<file path="src/rtl/tmr_pkg.sv">
// Shared definitions for the multi-channel PWM timer: count-mode codes,
// counting direction and run-mode encodings.
package tmr_pkg;

    localparam logic [1:0] CM_UP     = 2'd0;
    localparam logic [1:0] CM_DOWN   = 2'd1;
    localparam logic [1:0] CM_CENTER = 2'd2;
    localparam logic [1:0] CM_UP_ALT = 2'd3;

    typedef enum logic {
        DIR_UP   = 1'b0,
        DIR_DOWN = 1'b1
    } dir_e;

    typedef enum logic {
        MODE_ONESHOT  = 1'b0,
        MODE_PERIODIC = 1'b1
    } mode_e;

endpackage

</file>
<file path="src/rtl/tmr_cmp_ch.sv">
// One compare/PWM channel: shadowed compare value, sticky match flag and
// registered PWM output derived from the shared counter.
module tmr_cmp_ch
    import tmr_pkg::*;
#(
    parameter int W = 32
) (
    input  logic         clk,
    input  logic         rst_n,
    input  logic         en,
    input  logic         tick,
    input  logic         bnd,
    input  logic [W-1:0] cnt,
    input  logic [W-1:0] cmp_pre,
    input  logic         pwm_en,
    input  logic         pol,
    input  logic         clr,
    output logic         cmpf,
    output logic         pwm
);

    logic [W-1:0] cmp_a;

    always_ff @(posedge clk or negedge rst_n) begin
        if (!rst_n) begin
            cmp_a <= '0;
            cmpf  <= 1'b0;
            pwm   <= 1'b0;
        end else if (!en) begin
            cmp_a <= cmp_pre;
            cmpf  <= 1'b0;
            pwm   <= 1'b0;
        end else begin
            pwm <= pwm_en & (pol ^ (cnt < cmp_a));
            // A clear in the same cycle as a match keeps the flag low.
            if (clr)
                cmpf <= 1'b0;
            else if (tick && (cnt == cmp_a))
                cmpf <= 1'b1;
            // Compare changes only land on a period boundary, so no runt pulses.
            if (bnd)
                cmp_a <= cmp_pre;
        end
    end

endmodule

</file>
<file path="src/rtl/tmr_pwm_nch.sv">
// W-bit timer with prescaler, up/down/center counting, double-buffered
// period and NCH compare/PWM channels sharing one interrupt line.
module tmr_pwm_nch
    import tmr_pkg::*;
#(
    parameter int W   = 32,
    parameter int PW  = 16,
    parameter int NCH = 4
) (
    input  logic             clk,
    input  logic             rst_n,
    input  logic             EN,
    input  logic [PW-1:0]    PRE,
    input  logic [W-1:0]     PERIOD,
    input  logic [NCH*W-1:0] CMP,
    input  logic [1:0]       CM,
    input  logic             MODE,
    input  logic [NCH-1:0]   PWMEN,
    input  logic [NCH-1:0]   POL,
    input  logic [NCH:0]     IE,
    input  logic             OVF_CLR,
    input  logic [NCH-1:0]   CMPF_CLR,
    output logic [W-1:0]     TMR,
    output logic             OVF,
    output logic [NCH-1:0]   CMPF,
    output logic             DONE,
    output logic [NCH-1:0]   PWM,
    output logic             IRQ
);

    logic [PW-1:0] pre;
    logic [W-1:0]  cnt;
    logic [W-1:0]  cnt_nxt;
    logic [W-1:0]  per_a;
    logic [1:0]    cm_a;
    mode_e         mode_a;
    dir_e          dir;
    dir_e          dir_nxt;
    logic          tick;
    logic          bnd;

    assign tick = EN & (pre == PRE) & ~DONE;

    always_comb begin
        cnt_nxt = cnt;
        dir_nxt = dir;
        bnd     = 1'b0;
        if (tick) begin
            if (per_a == '0) begin
                cnt_nxt = '0;
                bnd     = 1'b1;
            end else begin
                case (cm_a)
                    CM_DOWN: begin
                        // Reload takes the new top value, which becomes per_a this same cycle.
                        if (cnt == '0) begin
                            cnt_nxt = PERIOD;
                            bnd     = 1'b1;
                        end else begin
                            cnt_nxt = cnt - 1'b1;
                        end
                    end
                    CM_CENTER: begin
                        if (dir == DIR_UP) begin
                            if (cnt == per_a) begin
                                dir_nxt = DIR_DOWN;
                                cnt_nxt = cnt - 1'b1;
                            end else begin
                                cnt_nxt = cnt + 1'b1;
                            end
                        end else begin
                            if (cnt == '0) begin
                                dir_nxt = DIR_UP;
                                cnt_nxt = cnt + 1'b1;
                                bnd     = 1'b1;
                            end else begin
                                cnt_nxt = cnt - 1'b1;
                            end
                        end
                    end
                    default: begin
                        if (cnt == per_a) begin
                            cnt_nxt = '0;
                            bnd     = 1'b1;
                        end else begin
                            cnt_nxt = cnt + 1'b1;
                        end
                    end
                endcase
            end
        end
    end

    always_ff @(posedge clk or negedge rst_n) begin
        if (!rst_n) begin
            pre    <= '0;
            cnt    <= '0;
            per_a  <= '0;
            cm_a   <= CM_UP;
            mode_a <= MODE_ONESHOT;
            dir    <= DIR_UP;
            OVF    <= 1'b0;
            DONE   <= 1'b0;
        end else if (!EN) begin
            // Idle: keep the active copies tracking the preload so a start is clean.
            pre    <= '0;
            dir    <= DIR_UP;
            OVF    <= 1'b0;
            DONE   <= 1'b0;
            per_a  <= PERIOD;
            cm_a   <= CM;
            mode_a <= mode_e'(MODE);
            cnt    <= (CM == CM_DOWN) ? PERIOD : '0;
        end else begin
            pre <= (pre == PRE) ? '0 : pre + 1'b1;
            cnt <= cnt_nxt;
            dir <= dir_nxt;
            if (OVF_CLR)
                OVF <= 1'b0;
            else if (bnd)
                OVF <= 1'b1;
            if (bnd)
                per_a <= PERIOD;
            if (bnd && (mode_a == MODE_ONESHOT))
                DONE <= 1'b1;
        end
    end

    for (genvar i = 0; i < NCH; i++) begin : g_ch
        tmr_cmp_ch #(
            .W(W)
        ) u_ch (
            .clk     (clk),
            .rst_n   (rst_n),
            .en      (EN),
            .tick    (tick),
            .bnd     (bnd),
            .cnt     (cnt),
            .cmp_pre (CMP[i*W +: W]),
            .pwm_en  (PWMEN[i]),
            .pol     (POL[i]),
            .clr     (CMPF_CLR[i]),
            .cmpf    (CMPF[i]),
            .pwm     (PWM[i])
        );
    end

    assign TMR = cnt;
    assign IRQ = |({CMPF, OVF} & IE);

endmodule
</file>
<file path="config.mk">
export PLATFORM = sky130hd
export DESIGN_NAME = tmr_pwm_nch
export DESIGN_NICKNAME = d
export VERILOG_FILES = /design/src/rtl/tmr_pkg.sv /design/src/rtl/tmr_cmp_ch.sv /design/src/rtl/tmr_pwm_nch.sv
export SDC_FILE = /design/constraint.sdc
export NUM_CORES = 1
export LEC_CHECK = 0
export CORE_MARGIN = 1
export CORE_UTILIZATION = 59
export DETAILED_ROUTE_END_ITERATION = 10
export PLACE_DENSITY = 0.87
export SYNTH_ARGS = -nofsm -noshare
export SYNTH_HDL_FRONTEND = slang
export SYNTH_SLANG_ARGS = --single-unit
</file>
<file path="constraint.sdc">
create_clock -name clk -period 8.22 [get_ports clk]
set_input_delay 1.644 -clock clk [delete_from_list [all_inputs] [get_ports clk]]
set_output_delay 1.644 -clock clk [all_outputs]
set_load 0.005 [all_outputs]
</file>
# Word level (Yosys, flattened, before mapping)
# Cells that the tools add are included.
[op_classes]
add_sub_neg = 3
order_cmp = 4
eq_ne = 19
mux = 55
bitwise_logic = 13
n_reduce_logical = 9
[op_table]
columns = ["operator", "n"]
rows = [
  ["$mux W32", 19],
  ["$eq A32 B32 Y1", 5],
  ["$lt A32 B32 Y1", 4],
  ["$logic_not A32 Y1", 2],
  ["$pmux W32 S2", 1],
  ["$add A32 B1 Y32 const B", 1],
  ["$mux W1", 32],
  ["$mux W16", 2],
  ["$sub A32 B1 Y32 const B", 1],
  ["$add A16 B1 Y16 const B", 1],
  ["$eq A16 B16 Y1", 1],
  ["$ne A3 B1 Y1 const B", 5],
  ["$ne A2 B1 Y1 const B", 4],
  ["$and A1 B1 Y1", 6],
  ["$and A5 B5 Y5", 1],
  ["$logic_and A1 B1 Y1", 5],
  ["$reduce_or A5 Y1", 1],
  ["$eq A2 B1 Y1 const B", 2],
  ["$xor A1 B1 Y1", 4],
  ["$reduce_and A3 Y1", 1],
  ["$eq A2 B2 Y1 const B", 1],
  ["$ne A2 B2 Y1 const B", 1],
  ["$not A1 Y1", 2],
  ["$pmux W1 S2", 1],
]
[totals]
regBits = 222
in_bits = 200

# Depth between registers and ports, before layout
[depth]
ltp_word = 9
depth_mapped = 14

# Hierarchy
# A second synthesis with hierarchy kept.
[hier_totals]
cells_unflattened = 1607
area_unflattened_um2 = 14303.7
[by_module_without_submodules]
columns = ["module", "instances", "cells_per_inst", "area_per_inst_um2"]
rows = [
  ["tmr_pwm_nch", 1, 720, 6214.7],
  ["tmr_cmp_ch (g_ch[0].u_ch ...)", 3, 222, 2021.9],
  ["tmr_cmp_ch (g_ch[3].u_ch)", 1, 221, 2023.2],
]

# Worst setup path after synthesis
# No wires, ideal clock.
[synth_path]
path_kind = "input port to output port"
start = "in IE[0]"
end = "out IRQ"
t_arrival_ns = 2.016
required_ns = 6.576
setup_slack_ns = 4.560
cell_stages = 2
path_buffers = 0
cell_sequence = "a222oi_1 -> nand2_1"
[synth_via]
elab_chain_cells = 2
[synth_lines]
columns = ["item", "line", "rtl"]
rows = [
  ["start, declared", "tmr_pwm_nch.sv:20", "input logic [NCH:0] IE,"],
  ["$and A5 B5 Y5", "tmr_pwm_nch.sv:149", "assign IRQ = |({CMPF, OVF} & IE);"],
  ["$reduce_or A5 Y1", "tmr_pwm_nch.sv:149", ""],
  ["end, declared", "tmr_pwm_nch.sv:28", "output logic IRQ"],
]
# No other way between the ends.

# Final worst setup path
[layout_path]
start = "in PRE[14]"
end = "reg g_ch[1].u_ch.cmp_a[25]"
[layout_via]
elab_chain_cells = 5
[layout_lines]
columns = ["item", "line", "rtl"]
rows = [
  ["start, declared", "tmr_pwm_nch.sv:13", "input logic [PW-1:0] PRE,"],
  ["$eq A16 B16 Y1", "tmr_pwm_nch.sv:42", "assign tick = EN & (pre == PRE) & ~DONE;"],
  ["$and A1 B1 Y1 (2 in series)", "tmr_pwm_nch.sv:42", ""],
  ["$mux W1", "tmr_pwm_nch.sv:48", "if (tick) begin"],
  ["$ne A2 B1 Y1 (no source line)", "n/a", ""],
  ["end signal, assigned", "tmr_cmp_ch.sv:30", "cmp_a <= cmp_pre;"],
  ["end signal, assigned", "tmr_cmp_ch.sv:42", "cmp_a <= cmp_pre;"],
  ["end, declared", "tmr_cmp_ch.sv:22", "logic [W-1:0] cmp_a;"],
]
# No other way between the ends.
# A chain may end at the register's enable or synchronous reset.

==> flow_metrics.py <==
metrics = {
    "global_routing": {
        "grt_use_total_pct": 35.5,
        "grt_pass1_vias": 13000,
        "antenna_found_initial": 2,
        "grt_start_max_net_pins": 173,
        "grt_pass1_wl_um": 68500,
        "gr-total-overflow": 0,
    },
    "pwr": {
        "pwr-share-seq_pct": 40.6,
        "p_sw_mw": 1.12,
        "switching_share_pct": 33.2,
        "p_leak_nw": 8.14,
        "combPwrFrac_pct": 26.9,
        "peakVddDrop_mv": 0.153,
        "powerDensity_nw_per_um2": 191,
        "p_int_mw": 2.25,
        "power_frac_clock_pct": 32.5,
        "p_total_mw": 3.37,
    },
    "min_path": {
        "holdCritStartpoint": "g_ch[2].u_ch.cmp_a[0]",
        "min_delay_worst_endpoint": "g_ch[2].u_ch.cmp_a[0]",
        "hold_path_class": "reg2reg",
        "worstHoldPathCells": 1,
    },
    "synth": {
        "yosysTopAreaCell": "dfrtp_1",
        "synth-main-ff-cell": "dfrtp_1",
        "synthArstFlopShare_pct": 100,
        "syn_inst": 1599,
        "ys_seq_elements": 222,
        "yosysUniqueCellTypes": 76,
        "syn_area_um2": 14400,
        "synth_nets": 1933,
        "synth_top_area_share_pct": 38.7,
        "yosys_warnings": 0,
        "ys_seq_area_share_pct": 38.7,
        "synth_area_leaders": "dfrtp_1 39%, ha_1 12%, nand2_1 4.9%",
        "synth_edf_count": 0,
        "syn_avg_cell_area_um2": 8.99,
    },
    "sta": {
        "finalSetupTns_ps": 0,
        "max_slew.worst_pin.slew_ps": 1320,
        "max_freq_mhz": 192,
        "maxSlewViolCount": 0,
        "period_minus_slack_ps": 5200,
        "fin_crit_sh_pct": 63.3,
        "clock_skew_ps": 10.9,
        "rsz0062_at_grt": "no",
        "relSlewSlack_pct": 11.5,
        "hold_viol": 0,
        "setup_viol": 0,
    },
    "clock_network": {
        "cts.sinks": 222,
        "ctsResizeCount": 0,
        "cts_hold_buffers": 0,
        "path_clk_slew_ps": 60,
        "clock_latency_ps": 530,
        "postCtsSetupBuffers": 0,
        "ctsRootBufferMaster": "clkbuf_16",
        "htreeDepth": 1,
        "clockBufferDepth": 3,
        "numCtsBuffers": 25,
        "cts_tree": "built",
    },
    "floorplanning": {
        "rows": 56,
        "start_util_pct": 60.7,
        "core_area_um2": 23700,
        "boundaryPins": 243,
        "die_h_um": 158,
        "chipWidth_um": 158,
        "dieArea_um2": 25000,
    },
    "final_layout": {
        "drive_gt1_share_pct": 7.47,
        "finish.utilization_pct": 74.5,
        "finalNetCount": 2124,
        "syn2layout_area_growth_pct": 22.7,
    },
    "critical_path": {
        "path_class": "in2reg",
        "cpMaxStageDelayCell": "nand2_8",
        "critical_path.startpoint_type": "primary input",
        "crit_fanout": 172,
        "r2r_end": "g_ch[1].u_ch.cmp_a[25]",
        "cp.arrival_ps": 5650,
        "cpPeakStageDelay_ps": 800,
        "r2r_cells": 9,
        "cp_top_family": "simple AND/OR/NAND/NOR gates",
        "crit_buf_inv": 2,
        "crit_required_ps": 8670,
        "end_kind": "flop",
        "r2r-start": "TMR[10]",
        "r2r_slack_ps": 3470,
        "cp_cell_sequence": "clkdlybuf4s50_1 > xor2_1 > nor4_1 > nand4_1 > nor2_1 > o311ai_1 > nand2_8 > buf_4 > nand2_1 > o21ai_2",
    },
    "placed_design": {
        "io_buffers": 242,
        "dp_hpwl_um": 31600,
        "place_congestion": 0.943,
    },
    "routing": {
        "vias": 13200,
        "ant_nets": 0,
        "drc": 0,
        "wl_um": 44000,
        "drt_iter0_drc": 1400,
        "first_pass_iters": 7,
        "post_drt_wl_per_cell_um": 20.7,
        "via_per_inst": 6.22,
    },
    "outcome": {
        "status": "completed",
    },
    "job": {
        "maxCapViolations": 0,
    },
}
layout by cell type, fill, tap and decap left out, types with 5 or more instances in the layout:
cell | netlist | layout
a31oi_1 | 7 | 7
o21ai_2 | 16 | 16
inv_1 | 142 | 142
a22oi_1 | 21 | 21
and3_1 | 16 | 16
a21o_1 | 31 | 31
clkbuf_16 | 0 | 25
nor3_1 | 33 | 33
a21oi_1 | 66 | 66
mux2_2 | 36 | 36
o211ai_1 | 8 | 8
a211oi_1 | 8 | 8
and4_1 | 6 | 6
nor2b_1 | 10 | 10
o21ai_0 | 120 | 119
clkinv_2 | 0 | 6
nor4_1 | 32 | 32
nor2_1 | 76 | 76
nand4_1 | 39 | 39
ha_1 | 134 | 134
xor2_1 | 72 | 72
dfrtp_1 | 222 | 222
o21a_1 | 7 | 6
clkdlybuf4s50_1 | 0 | 241
o21ai_1 | 46 | 47
o31ai_1 | 11 | 11
or3_1 | 10 | 10
clkbuf_8 | 0 | 5
nand3_1 | 34 | 34
nand2_1 | 187 | 187
buf_4 | 11 | 14
a221oi_1 | 7 | 7
nand2_2 | 11 | 10
xnor2_1 | 22 | 22
sequential cells by signal (all words and copies together), names as in the netlist:
| register | count |
|---|---|
| g_ch.u_ch.cmp_a | 128 |
| per_a | 32 |
| DONE | 1 |
| pre | 16 |
| cm_a | 2 |
| mode_a | 1 |
| TMR | 32 |
| g_ch.u_ch.cmpf | 4 |
| g_ch.u_ch.pwm | 4 |
| dir | 1 |
| OVF | 1 |
cell type report:
cell class	count	area [um2]
Multi-Input combinational cell	1142	7800
Fill cell	1700	6050
Sequential cell	222	5560
Timing Repair Buffer	256	2530
Clock buffer	34	709
Inverter	143	537
Tap cell	319	399
Clock inverter	11	92.6
Antenna cell	2	5.00
logic make-up (layout without fill, tap and decap cells):
| logic type | after synthesis | in the layout | share of synthesized area, % |
|---|---|---|---|
| mux | 43 | 43 | 3.34 |
| simple gates | 484 | 484 | 16.6 |
| other cells | 0 | 2 | 0 |
| compound gates | 387 | 387 | 16.7 |
| fa+ha+maj | 134 | 134 | 11.7 |
| buf+inv | 235 | 444 | 7.34 |
| flops | 222 | 222 | 38.7 |
| xor+xnor | 94 | 94 | 5.73 |
stage by stage:
step	cells	instance area (um2)	setup WS (ps)	hold WS, ps
finish	2129	17600	3020	516
global route	2129	17600	2730	537
CTS	2127	17600	3180	516
detailed placement	2082	16800	2630	504
global placement	2082	16800	2780	495
floorplan	1599	14400	4560	480
power by group through the flow:
stage / registers, mW / clock network (mW) / logic, mW
CTS: 1.36 / 1.11 / 0.895
finish: 1.37 / 1.10 / 0.908
floorplan: 1.28 / 0 / 0.595
detailed placement: 1.38 / 0 / 0.882
global route: 1.38 / 1.15 / 1.00
global placement: 1.38 / 0 / 0.840
cell usage after synthesis (8+ instances only):
master / n
a211oi_1: 8
a21o_1: 31
a21oi_1: 66
a22oi_1: 21
and3_1: 16
buf_2: 29
buf_4: 11
buf_6: 9
clkbuf_1: 38
dfrtp_1: 222
ha_1: 134
inv_1: 142
mux2_2: 36
nand2_1: 187
nand2_2: 11
nand3_1: 34
nand4_1: 39
nor2_1: 76
nor2b_1: 10
nor3_1: 33
nor4_1: 32
o211ai_1: 8
o21ai_0: 120
o21ai_1: 46
o21ai_2: 16
o31ai_1: 11
or3_1: 10
xnor2_1: 22
xor2_1: 72
worst reg2reg max path: stages, from the launching register on:
cell	delay (ps)
dfrtp_1	630
nor4_4	470
nand4_2	370
or3_1	620
a211oi_2	310
o311ai_1	270
nand2_8	800
buf_4	900
nand2_1	200
o21ai_2	100
layer usage:
metal | wire length, um | up-vias | global-route usage [%]
li1 | - | 6003 | -
met1 | 17200 | 6355 | 46.3
met2 | 21000 | 762 | 59.0
met3 | 4200 | 129 | 5.67
met4 | 1620 | 0 | 14.1
met5 | 0 | - | 0
how the worst max path moves through the flow:
stage               startpoint                     end  cells after the start
global route            PRE[1]  g_ch[3].u_ch.cmp_a[27]                      9
finish                 PRE[14]  g_ch[1].u_ch.cmp_a[25]                     10
global placement        PRE[1]  g_ch[2].u_ch.cmp_a[31]                      9
floorplan                IE[0]                     IRQ                      2
CTS                    PRE[14]  g_ch[1].u_ch.cmp_a[25]                     10
detailed placement     PRE[14]  g_ch[0].u_ch.cmp_a[20]                      9
(Power assumes the default switching activity.)
